[src/rtl/conv_pkg.sv]
// Shared constants and state encoding for the packed convolution core and its
// downstream result serializer.
package conv_pkg;

  localparam int CONV_N    = 16;
  localparam int CONV_LEN1 = 3;
  localparam int CONV_LEN2 = 50;

  // Samples in one full linear-convolution result frame.
  function automatic int conv_num(input int len1, input int len2);
    return len1 + len2 - 1;
  endfunction

  // Index width able to address every sample of a frame (at least 1 bit).
  function automatic int conv_iw(input int num);
    return (num > 1) ? $clog2(num) : 1;
  endfunction

  typedef enum logic {
    IDLE   = 1'b0,
    STREAM = 1'b1
  } conv_state_e;

endpackage

[src/rtl/conv_result_serializer_if.sv]
// Frame-in / sample-out handshake bundle of the convolution result serializer.
interface conv_result_serializer_if
  import conv_pkg::*;
#(
  parameter int N   = CONV_N,
  parameter int NUM = conv_num(CONV_LEN1, CONV_LEN2)
);
  localparam int IW = conv_iw(NUM);

  logic                   in_valid;
  logic                   in_ready;
  logic [NUM*2*N-1:0]     conv_result;
  logic                   out_valid;
  logic                   out_ready;
  logic signed [N-1:0]    out_data;
  logic [IW-1:0]          out_index;
  logic                   out_last;
  logic                   sat_flag;

  // Serializer side.
  modport slave (
    input  in_valid, conv_result, out_ready,
    output in_ready, out_valid, out_data, out_index, out_last, sat_flag
  );

  // Environment side: frame producer plus sample consumer.
  modport master (
    output in_valid, conv_result, out_ready,
    input  in_ready, out_valid, out_data, out_index, out_last, sat_flag
  );

endinterface

[src/rtl/q_round_sat.sv]
// Rescales one full-precision signed sample to a narrower Q format:
// arithmetic shift right with round-half-up, then saturation.
module q_round_sat #(
  parameter int IN_W  = 32,
  parameter int OUT_W = 16,
  parameter int SHIFT = 15
) (
  input  logic signed [IN_W-1:0]  x,
  output logic signed [OUT_W-1:0] y,
  output logic                    sat
);

  // One guard bit keeps the rounding add from overflowing at the top of range.
  localparam int EW  = IN_W + 1;
  localparam int RSH = (SHIFT > 0) ? SHIFT - 1 : 0;

  localparam logic signed [EW-1:0] RND =
    (SHIFT > 0) ? ({{(EW-1){1'b0}}, 1'b1} << RSH) : {EW{1'b0}};
  localparam logic signed [EW-1:0] MAXV = {{(EW-OUT_W+1){1'b0}}, {(OUT_W-1){1'b1}}};
  localparam logic signed [EW-1:0] MINV = {{(EW-OUT_W+1){1'b1}}, {(OUT_W-1){1'b0}}};

  logic signed [EW-1:0] shifted;

  function automatic logic signed [EW-1:0] round_shift(input logic signed [IN_W-1:0] v);
    logic signed [EW-1:0] ext;
    ext = {v[IN_W-1], v};
    ext = ext + RND;
    return ext >>> SHIFT;
  endfunction

  function automatic logic is_sat(input logic signed [EW-1:0] v);
    return (v > MAXV) || (v < MINV);
  endfunction

  function automatic logic signed [OUT_W-1:0] clamp(input logic signed [EW-1:0] v);
    if (v > MAXV) return MAXV[OUT_W-1:0];
    if (v < MINV) return MINV[OUT_W-1:0];
    return v[OUT_W-1:0];
  endfunction

  // Round, shift and clamp the sample; flag when clamping was needed.
  always_comb begin
    shifted = round_shift(x);
    y       = clamp(shifted);
    sat     = is_sat(shifted);
  end

endmodule

[src/rtl/conv_result_serializer.sv]
// Captures one packed convolution result frame and streams it out one
// rescaled sample per valid/ready beat, with a sticky saturation flag.
module conv_result_serializer
  import conv_pkg::*;
#(
  parameter int N     = CONV_N,
  parameter int LEN1  = CONV_LEN1,
  parameter int LEN2  = CONV_LEN2,
  parameter int SHIFT = 15
) (
  input  logic                    clk,
  input  logic                    rst_n,
  conv_result_serializer_if.slave bus
);

  localparam int NUM = conv_num(LEN1, LEN2);
  localparam int IW  = conv_iw(NUM);
  localparam int W   = 2 * N;

  conv_state_e         state_q;
  logic                in_ready_q;
  logic                out_valid_q;
  logic                out_last_q;
  logic                sat_q;
  logic [IW-1:0]       idx_q;
  logic [IW-1:0]       idx_d;
  logic                last_d;
  logic signed [W-1:0] frame_q [NUM];

  logic                accept;
  logic                beat;
  logic signed [W-1:0] sample;
  logic signed [N-1:0] scaled;
  logic                scaled_sat;

  // in_ready_q is high exactly in IDLE, out_valid_q exactly in STREAM.
  assign accept = in_ready_q & bus.in_valid;
  assign beat   = out_valid_q & bus.out_ready;

  assign idx_d  = idx_q + IW'(1);
  assign last_d = (idx_d == IW'(NUM - 1));

  // Frame storage is datapath only; it is qualified by the FSM, so no reset.
  always_ff @(posedge clk) begin
    if (accept) begin
      for (int i = 0; i < NUM; i++) begin
        frame_q[i] <= bus.conv_result[i*W +: W];
      end
    end
  end

  assign sample = frame_q[idx_q];

  q_round_sat #(
    .IN_W  (W),
    .OUT_W (N),
    .SHIFT (SHIFT)
  ) u_round_sat (
    .x   (sample),
    .y   (scaled),
    .sat (scaled_sat)
  );

  // Capture/stream control with registered handshake and status outputs.
  always_ff @(posedge clk or negedge rst_n) begin
    if (!rst_n) begin
      state_q     <= IDLE;
      in_ready_q  <= 1'b1;
      out_valid_q <= 1'b0;
      out_last_q  <= 1'b0;
      sat_q       <= 1'b0;
      idx_q       <= '0;
    end else begin
      case (state_q)
        IDLE: begin
          if (accept) begin
            state_q     <= STREAM;
            in_ready_q  <= 1'b0;
            out_valid_q <= 1'b1;
            out_last_q  <= (NUM == 1);
            sat_q       <= 1'b0;
            idx_q       <= '0;
          end
        end
        STREAM: begin
          if (beat) begin
            sat_q <= sat_q | scaled_sat;
            if (out_last_q) begin
              state_q     <= IDLE;
              in_ready_q  <= 1'b1;
              out_valid_q <= 1'b0;
              out_last_q  <= 1'b0;
              idx_q       <= '0;
            end else begin
              idx_q      <= idx_d;
              out_last_q <= last_d;
            end
          end
        end
        default: begin
          state_q     <= IDLE;
          in_ready_q  <= 1'b1;
          out_valid_q <= 1'b0;
          out_last_q  <= 1'b0;
          idx_q       <= '0;
        end
      endcase
    end
  end

  assign bus.in_ready  = in_ready_q;
  assign bus.out_valid = out_valid_q;
  assign bus.out_index = idx_q;
  assign bus.out_last  = out_last_q;
  assign bus.sat_flag  = sat_q;
  // Frame register is unreset, so the sample is forced to zero outside STREAM.
  assign bus.out_data  = out_valid_q ? scaled : '0;

endmodule
[src/flat_wrapper.sv]
// flat-port wrapper written by rule: the top's interface ports become plain ports
module conv_result_serializer_flat import conv_pkg::*;
#(
  parameter int N     = CONV_N,
  parameter int LEN1  = CONV_LEN1,
  parameter int LEN2  = CONV_LEN2,
  parameter int SHIFT = 15
)
  (clk, rst_n, bus_in_valid, bus_conv_result, bus_out_ready, bus_in_ready, bus_out_valid, bus_out_data, bus_out_index, bus_out_last, bus_sat_flag);
  conv_result_serializer_if #(.N(N)) bus_i ();
  input  logic clk;
  input  logic rst_n;
  input wire logic [$bits(bus_i.in_valid)-1:0] bus_in_valid;
  input wire logic [$bits(bus_i.conv_result)-1:0] bus_conv_result;
  input wire logic [$bits(bus_i.out_ready)-1:0] bus_out_ready;
  output wire logic [$bits(bus_i.in_ready)-1:0] bus_in_ready;
  output wire logic [$bits(bus_i.out_valid)-1:0] bus_out_valid;
  output wire logic [$bits(bus_i.out_data)-1:0] bus_out_data;
  output wire logic [$bits(bus_i.out_index)-1:0] bus_out_index;
  output wire logic [$bits(bus_i.out_last)-1:0] bus_out_last;
  output wire logic [$bits(bus_i.sat_flag)-1:0] bus_sat_flag;
  assign bus_i.in_valid = bus_in_valid;
  assign bus_i.conv_result = bus_conv_result;
  assign bus_i.out_ready = bus_out_ready;
  assign bus_in_ready = bus_i.in_ready;
  assign bus_out_valid = bus_i.out_valid;
  assign bus_out_data = bus_i.out_data;
  assign bus_out_index = bus_i.out_index;
  assign bus_out_last = bus_i.out_last;
  assign bus_sat_flag = bus_i.sat_flag;
  conv_result_serializer #(.N(N), .LEN1(LEN1), .LEN2(LEN2), .SHIFT(SHIFT)) u_core (.clk(clk), .rst_n(rst_n), .bus(bus_i));
endmodule
[config.mk]
export PLATFORM = sky130hd
export DESIGN_NAME = conv_result_serializer_flat
export DESIGN_NICKNAME = d
export VERILOG_FILES = /design/src/rtl/conv_pkg.sv /design/src/rtl/conv_result_serializer_if.sv /design/src/rtl/q_round_sat.sv /design/src/rtl/conv_result_serializer.sv /design/src/flat_wrapper.sv
export SDC_FILE = /design/constraint.sdc
export NUM_CORES = 1
export LEC_CHECK = 0
export BUFFER_PORTS_ARGS = -buffer_cell sky130_fd_sc_hd__buf_2
export CORE_AREA = 8 8 656 658
export CTS_CLUSTER_DIAMETER = 150
export DETAILED_ROUTE_END_ITERATION = 8
export DIE_AREA = 0 0 664 666
export PLACE_DENSITY = 0.34
export RECOVER_POWER = 50
export SYNTH_ARGS = -nofsm -noshare
export SYNTH_HDL_FRONTEND = slang
export SYNTH_HIERARCHICAL = 1
export SYNTH_SLANG_ARGS = --single-unit
[constraint.sdc]
create_clock -name clk -period 41.7 [get_ports clk]
set_input_delay 2.085 -clock clk [delete_from_list [all_inputs] [get_ports clk]]
set_output_delay 2.085 -clock clk [all_outputs]
set_load 0.01 [all_outputs]
==> impl_metrics.env <==
export IMPL_run_status="complete, but fails checks"
export IMPL_failing_checks="max-capacitance violations, max-slew violations"
export IMPL_area_growth_syn_to_layout_pct=41.1
export IMPL_period_minus_slack_ps=9270
export IMPL_cts_root_to_sink_buffers=4
export IMPL_p_per_area_nw_per_um2=40.1
export IMPL_grt_setup_unrepaired="no"
export IMPL_critical_path_peak_fanout=78
export IMPL_met3_length_um=11900
export IMPL_critPathArrivalTime_ps=7180
export IMPL_setup_viol=0
export IMPL_top_level_ports=1694
export IMPL_detail_route_wirelength_met1_um=67500
export IMPL_hold_worst_slack_ps=493
export IMPL_detail_route_antenna_nets=0
export IMPL_worst_ep_required_time_ps=39620
export IMPL_htree_levels=3
export IMPL_critical_path_startpoint_type="register"
export IMPL_numPortBuffers=965
export IMPL_chipHeight_um=666
export IMPL_cts_clk_slew_worst_paths_ps=60
export IMPL_final_cell_mix="936 x sky130_fd_sc_hd__edfxtp_1, 877 x sky130_fd_sc_hd__buf_2, 181 x sky130_fd_sc_hd__mux2i_1"
export IMPL_initial_core_util_pct=8.93
export IMPL_period_share_pct=22.2
export IMPL_grt_max_degree=161
export IMPL_final_fill_count=47193
export IMPL_firstDrtPassIters=5
export IMPL_finalNetCount=4579
export IMPL_cts_root_buffer="sky130_fd_sc_hd__clkbuf_16"
export IMPL_grt_pass1_vias=24416
export IMPL_netlist_instances=1914
export IMPL_place_hpwl_um=149000
export IMPL_row_count=238
export IMPL_wl_per_cell_um=21.8
export IMPL_place_gp_congestion=0.768
export IMPL_postCtsResizedCells=0
export IMPL_critical_path_endpoint_type="output port"
export IMPL_leading_cell_type_in_the_layout_fill_and_taps_excluded="sky130_fd_sc_hd__edfxtp_1"
export IMPL_finClkSkew_ps=107
export IMPL_synthesis_yosys_warnings=6
export IMPL_tritoncts_clock_tree="yes"
export IMPL_detailroute_via_count=22711
export IMPL_setup_tns_ps=0
export IMPL_post_drt_via_cell_ratio=2.64
export IMPL_globalRouteTotalUtil_pct=8.01
export IMPL_share_of_post_route_cells_with_drive_strength_above_1_pct=43.5
export IMPL_drt_drc_violations_left=0
export IMPL_clock_sinks=947
export IMPL_met2RoutedLength_um=100000
export IMPL_cts_hold_repair_buffers=0
export IMPL_worst_slew_pin_slew_ps=5850
export IMPL_globalRouteOverflowTotal=0
export IMPL_placedInstanceArea_um2=49000
export IMPL_synth_nets=3585
export IMPL_synthesis_area_um2=37500
export IMPL_worst_hold_path_type="register to register"
export IMPL_finalHoldViolations=0
export IMPL_core_region_area_um2=419000
export IMPL_power_total_mw=2.12
export IMPL_grt_first_pass_wirelength_um=236000
export IMPL_timing_slew_headroom_pct=-290
export IMPL_max_vdd_ir_drop_v=0.0000321
export IMPL_fmaxAchievable_mhz=108
export IMPL_cellLeakagePower_nw=16.4
export IMPL_dp_worst_slack_ps=33120
export IMPL_number_of_antenna_violations_at_the_first_check_in_global_routing=232
export IMPL_worst_slack_ps=32430
export IMPL_wirelength_um=187000
export IMPL_cts_made_buffers=120
export IMPL_stdcell_area_um2=52800
export IMPL_worst_skew_pair_later_pin_latency_ps=870
export IMPL_max_cap_viol_count=1
export IMPL_floorplan_die_width_um=664
export IMPL_cts_repair_timing_setup_buffer_count=0
export IMPL_path_class="register to output port"
export IMPL_design_die_area_um2=442000
export IMPL_finalMaxSlewViolations=96
export IMPL_highest_signal_layer="met5"
export IMPL_first_iter_violations=1446
export IMPL_postSynthAreaPerCell_um2=19.6
[worst max-delay path: stages (launching register included)]
cell and delay, ps:
sky130_fd_sc_hd__dfrtp_4 650, sky130_fd_sc_hd__buf_12 510, sky130_fd_sc_hd__buf_4 800, sky130_fd_sc_hd__mux2i_1 180, sky130_fd_sc_hd__o22ai_1 610, sky130_fd_sc_hd__nor3_1 130
sky130_fd_sc_hd__nor3_1 720, sky130_fd_sc_hd__o31a_1 340, sky130_fd_sc_hd__nand3_2 220, sky130_fd_sc_hd__nor4_1 750, sky130_fd_sc_hd__a21oi_1 210, sky130_fd_sc_hd__nor3_2 410
sky130_fd_sc_hd__a22oi_1 170, sky130_fd_sc_hd__and2_1 260, sky130_fd_sc_hd__buf_2 220
[final timing paths]
check / startpoint / to / slack (ps) / cells after the start
hold / removal: u_core/bus.in_ready / u_core/bus.in_ready / 490 / 2
hold reg to reg: u_core/bus.in_ready / u_core/bus.in_ready / 490 / 2
setup / recovery: u_core/bus.out_index[0] / bus_out_data[12] / 32430 / 14
setup reg to reg: u_core/bus.in_ready / u_core/frame_q[20][21] / 33810 / 4
max in group asynchronous: rst_n / u_core/bus.out_index[2] / 39830 / 1
min in group asynchronous: rst_n / u_core/bus.out_index[3] / 1260 / 1
[cell type report]
class / instances / area (um2) / share of cell area, %
Multi-Input combinational cell: 808 / 8340 / 15.8
Tap cell: 5520 / 6910 / 13.1
Antenna cell: 65 / 163 / 0.308
Clock buffer: 140 / 3080 / 5.82
Sequential cell: 947 / 28400 / 53.7
Timing Repair Buffer: 1023 / 5190 / 9.83
Inverter: 8 / 31.3 / 0.0592
Clock inverter: 78 / 733 / 1.39
[metal layers]
metal	vias up	GRT usage, %
met5	-	0
met4	60	2.70
met3	512	2.34
met2	986	15.1
met1	11222	8.42
li1	9931	-
[sequential cells by signal, summed over array words and instances, names as in the netlist]
signal / cells
u_core/bus.out_index: 6
u_core/bus.in_ready: 1
u_core/bus.out_last: 1
u_core/frame_q: 936
u_core/bus.out_valid: 1
u_core/bus.sat_flag: 1
u_core/state_q: 1
[power breakdown]
group / total [mW] / internal (mW) / switching (mW)
sequential: 1.05 / 1.05 / 0
combinational: 0.0458 / 0.0292 / 0.0166
clock: 1.03 / 0.595 / 0.432
total: 2.12 / 1.67 / 0.448
[metrics by stage]
| stage | std cells | utilization (%) |
|---|---|---|
| finish | 8589 | 12.6 |
| global route | 8552 | 12.6 |
| floorplan | 1914 | - |
| detailed placement | 8305 | 11.7 |
| global placement | 8305 | 11.7 |
| CTS | 8523 | 12.6 |
Power figures use the tool's default switching activity.
